**src/rtl/ins_wb_arbiter.sv**
```systemverilog
// Write-back arbiter: N_REQ execute units, each with a one-entry hold buffer,
// share the single register-file write port through a round-robin grant.
module ins_wb_arbiter #(
    parameter int N_REQ = 4,
    parameter int IDX_W = 5,
    parameter int XLEN  = 32
) (
    input  logic                   clk,
    input  logic                   rst_n,
    input  logic [N_REQ-1:0]       req_w_op,
    input  logic [N_REQ*IDX_W-1:0] req_w_reg_idx,
    input  logic [N_REQ*XLEN-1:0]  req_w_reg_val,
    output logic [N_REQ-1:0]       req_ready,
    input  logic                   wb_stall,
    output logic                   reg_w_op,
    output logic [IDX_W-1:0]       reg_w_reg_idx,
    output logic [XLEN-1:0]        reg_w_reg_val,
    output logic                   busy
);

    localparam int PTR_W = $clog2(N_REQ);

    logic [N_REQ-1:0] full;
    logic [IDX_W-1:0] buf_idx [N_REQ];
    logic [XLEN-1:0]  buf_val [N_REQ];
    logic [PTR_W-1:0] ptr;

    logic [N_REQ-1:0] grant;
    logic [PTR_W-1:0] grant_idx;
    logic             grant_any;
    logic [N_REQ-1:0] xfer;
    int               cand;

    // NOTE: every signal written here gets a default first so no latch is inferred.
    always_comb begin
        grant     = '0;
        grant_idx = ptr;
        grant_any = 1'b0;
        cand      = 0;
        if (!wb_stall) begin
            for (int k = 1; k <= N_REQ; k++) begin
                cand = int'(ptr) + k;
                if (cand >= N_REQ) cand = cand - N_REQ;
                if (!grant_any && full[PTR_W'(cand)]) begin
                    grant_any = 1'b1;
                    grant_idx = PTR_W'(cand);
                end
            end
        end
        if (grant_any) grant[grant_idx] = 1'b1;
    end

    // A granted buffer drains on the same edge it refills, so a lone requester
    // still sustains one write per cycle.
    assign req_ready = rst_n ? (~full | grant) : '0;
    assign xfer      = req_w_op & req_ready;
    assign busy      = (|full) | reg_w_op;

    // NOTE: state uses non-blocking assignments so every update sees pre-edge values.
    always_ff @(posedge clk or negedge rst_n) begin
        if (!rst_n) begin
            full          <= '0;
            ptr           <= PTR_W'(N_REQ - 1);
            reg_w_op      <= 1'b0;
            reg_w_reg_idx <= '0;
            reg_w_reg_val <= '0;
            // NOTE: the hold buffers are tiny, so they are reset for a fully defined state.
            for (int i = 0; i < N_REQ; i++) begin
                buf_idx[i] <= '0;
                buf_val[i] <= '0;
            end
        end else begin
            reg_w_op <= grant_any;
            if (grant_any) begin
                reg_w_reg_idx <= buf_idx[grant_idx];
                reg_w_reg_val <= buf_val[grant_idx];
                ptr           <= grant_idx;
            end
            for (int i = 0; i < N_REQ; i++) begin
                if (xfer[i]) begin
                    // Writes to x0 are accepted but leave the buffer empty.
                    full[i]    <= (req_w_reg_idx[i*IDX_W +: IDX_W] != '0);
                    buf_idx[i] <= req_w_reg_idx[i*IDX_W +: IDX_W];
                    buf_val[i] <= req_w_reg_val[i*XLEN +: XLEN];
                end else if (grant[i]) begin
                    full[i] <= 1'b0;
                end
            end
        end
    end

endmodule

```
**config.mk**
```make
export PLATFORM = sky130hd
export DESIGN_NAME = ins_wb_arbiter
export DESIGN_NICKNAME = d
export VERILOG_FILES = /design/src/rtl/ins_wb_arbiter.sv
export SDC_FILE = /design/constraint.sdc
export NUM_CORES = 1
export LEC_CHECK = 0
export BUFFER_PORTS_ARGS = -buffer_cell sky130_fd_sc_hd__buf_4
export CORE_MARGIN = 3
export CORE_UTILIZATION = 58
export CTS_BUF_LIST = sky130_fd_sc_hd__clkbuf_16
export CTS_CLUSTER_SIZE = 40
export DETAILED_ROUTE_END_ITERATION = 8
export PLACE_DENSITY_LB_ADDON = 0.15
export SYNTH_ARGS = -nofsm -noshare
export SYNTH_HDL_FRONTEND = slang
export SYNTH_SLANG_ARGS = --single-unit
```
**constraint.sdc**
```tcl
create_clock -name clk -period 7 [get_ports clk]
set_clock_uncertainty 0.05 [all_clocks]
set_input_delay 0.7 -clock clk [delete_from_list [all_inputs] [get_ports clk]]
set_output_delay 0.7 -clock clk [all_outputs]
set_load 0.005 [all_outputs]
```
==> results by group <==
Run status
  • Status: finished, final reports clean

Floorplan
  • Placeable core area: roughly 14000 um^2
  • Die Height: around 130 um
  • Die W: roughly 130 um
  • Die ar.: ~16000 um^2
  • Top Ports: between 150 and 200
  • Core Rows: between 40 and 50
  • Initial core utilization: 60.71%

Synth
  • Synthesized Nets: roughly 750
  • Post-synthesis sequential area ratio: about three fifths
  • Syn. warnings: 0
  • EDFF count, synth: 0
  • Ys flop type: dfrtp_1
  • Most common library cells after synthesis: 190 x dfrtp_1, 86 x mux2_2, 74 x mux2i_1
  • Dominant cells by area after synthesis: dfrtp_1 58%, mux2_2 12%, mux2i_1 9.0%
  • Seq cells post-synth: between 150 and 200
  • Synth unique cells: 38
  • Synth Instances: between 500 and 600
  • Post-synth top area cell: dfrtp_1
  • Post-Syn Area per Cell: roughly 14 um^2
  • Most common cell in the synthesized netlist: dfrtp_1
  • Async SR Flop Fraction: 100.0%
  • Post-synthesis cell area: 8263 um^2
  • Share of Yosys cell area claimed by the top area cell type: between 50% and 60%

Timing
  • Rel. slew slack: 28.29%
  • Final TNS setup: 0 ns
  • Fmax: 0.2826 GHz
  • Setup violators final: 0
  • Final hold slack: between 0.3 and 0.4 ns
  • Final critical-path share of the clock period: 50.54%
  • Slew @ Worst Pin: about 1.1 ns
  • Unrepaired setup endpoints after global routing: false
  • Final Hold Violating Endpoints: 0
  • Fin. max-slew vios: 0
  • Tmin final: ~3.5 ns

Critical path
  • CP required: roughly 6.3 ns
  • Worst Path Max Fanout: 40
  • CP arrival: approximately 2.8 ns
  • Setup Crit Path Kind: flip-flop to output pin
  • Crit start category: flip-flop
  • Crit end category: output pin

Drt
  • Drt drc: 0
  • Vias per inst: between 5 and 6
  • Pre-antenna DRT Iters: 5
  • Wirelength, routed: between 20 and 25 mm
  • Number of vias in the routed layout: between 5000 and 6000
  • Drt wl/cell: about 21 um
  • DRC marker count from the first detailed-route iteration: between 400 and 500
  • Detail Route Antenna Nets: 0

Run
  • Max_cap viols: 0

Placed design
  • Hpwl dp: around 13 mm
  • Number of port buffers: between 150 and 200
  • Placed Cells: 937
  • Routability congestion estimate: 0.9479

Layout
  • Sequential Area: about 4800 um^2
  • Ant. Diodes: 0
  • Fillers: 863
  • Multi-input gate area: between 3000 and 4000 um^2
  • Post-Layout Cell Count: approximately 970
  • Share of layout cells above drive strength 1: 41.29%
  • P&R area growth vs syn: 26.29%
  • NumNets Final: 935

GRT
  • Grt total ovfl: 0
  • First-pass GRT wire length: 33.10 mm
  • Total GRT Usage: approximately 27%
  • Initial antenna violation count: 0
  • Number of global-route vias before repair: ~6300
  • Largest net degree at the start of global routing: roughly 140

Clock tree
  • Setup bufs post-CTS: 0
  • Clk buf depth: 2
  • TritonCTS Buffers: 17
  • Cts-stage hold buffer count: 0
  • Post-CTS Resized: 0
  • Clock transition at path regs: about 0.06 ns
  • CTS tree: done
  • H-tree depth: 4
  • Root buf cell: clkbuf_16
  • TritonCTS sink count: 192
  • Skew-Pair Late Insertion Delay: 0.43 ns

Power
  • PwrDens: around 440 nW/um^2
  • Leak: around 5.0 nW
  • Total power: around 0.0046 W
  • Peak supply drop: around 230 uV

Hold path
  • HP Class: input pin to asynchronous set/reset pin
-- through the flow --
step           cell area (um^2)  setup slack (ns)  utilization (%)
3_5_place_dp               9861             3.507            72.45
3_3_place_gp               9861             3.576            72.45
2_1_floorplan              8263             4.172                -
4_1_cts                   10440             3.428            76.67
6_report                  10440             3.462            76.67
5_1_grt                   10440             3.227            76.67
-- final timing paths --
path | slack, ns | depth (start not counted) | end | from
worst min register to register | 0.44 | 1 | buf_val[40] | buf_val[40]
worst max register to register | 3.63 | 6 | reg_w_reg_idx[3] | full[0]
worst min-delay path | 0.38 | 1 | reg_w_op | rst_n
worst max-delay path | 3.46 | 7 | req_ready[1] | ptr[1]
min in group clk | 0.43 | 2 | buf_val[64] | req_w_reg_val[32]
max in group asynchronous | 5.09 | 2 | full[3] | rst_n
-- cell type report --
type / count / share of cell area (%)
Clock buffer: 17 / 4.077
Timing Repair Buffer: 205 / 14.81
Multi-Input combinational cell: 357 / 31.26
Inverter: 7 / 0.2518
Tap cell: 176 / 2.110
Clock inverter: 14 / 1.427
Sequential cell: 192 / 46.07
-- layout by cell type, fill, tap and decap left out, types with 3 or more instances in the layout --
cell type	n
buf_4	204
dfrtp_1	190
mux2_2	86
mux2i_1	74
mux2_1	62
nand2_1	44
o221ai_1	37
clkbuf_16	17
inv_1	9
nor2_1	7
clkinv_2	6
and2_1	5
o21ai_0	5
o21ai_1	4
or4_1	4
nand4_1	3
a21oi_1	3
bufinv_16	3
-- cell families (layout without fill, tap and decap cells) --
kind of cell / count (synthesis) / in the layout / synth area share (%)
muxes: 222 / 222 / 29.13
DFF: 192 / 192 / 58.18
and+or+nand+nor: 75 / 75 / 4.270
AOI/OAI and AO/OA: 60 / 60 / 5.860
buffers and inverters: 43 / 243 / 2.559
-- flip-flops by register name, indices dropped and copies added, names as in the netlist --
name / flops
buf_idx: 20
buf_val: 128
full: 4
ptr: 2
reg_w_op: 1
reg_w_reg_idx: 5
reg_w_reg_val: 32
-- routing by layer --
layer	GRT usage, %	wire [um]	up-vias
met5	0	0	-
met1	34.11	8239	2946
met2	45.24	10500	234
met4	8.673	356	0
met3	8.102	1498	31
li1	-	-	2541
-- critical path, cell delays in order (launching register included) --
cell	delay, ns
dfstp_2	0.59
nand2b_1	0.12
a21oi_1	0.06
o21ai_1	0.34
and2_4	0.67
o21ai_0	0.25
and2_1	0.20
buf_4	0.13
-- where the power goes --
part | total [W] | leakage [nW] | switching, W | internal (W)
Combinational | 0.00164 | 2.36 | 0.000747 | 0.000890
Clock | 0.000958 | 0.296 | 0.000405 | 0.000553
Sequential | 0.00200 | 2.30 | 0.000332 | 0.00167
Note: power is estimated with default switching activity, not from simulation.
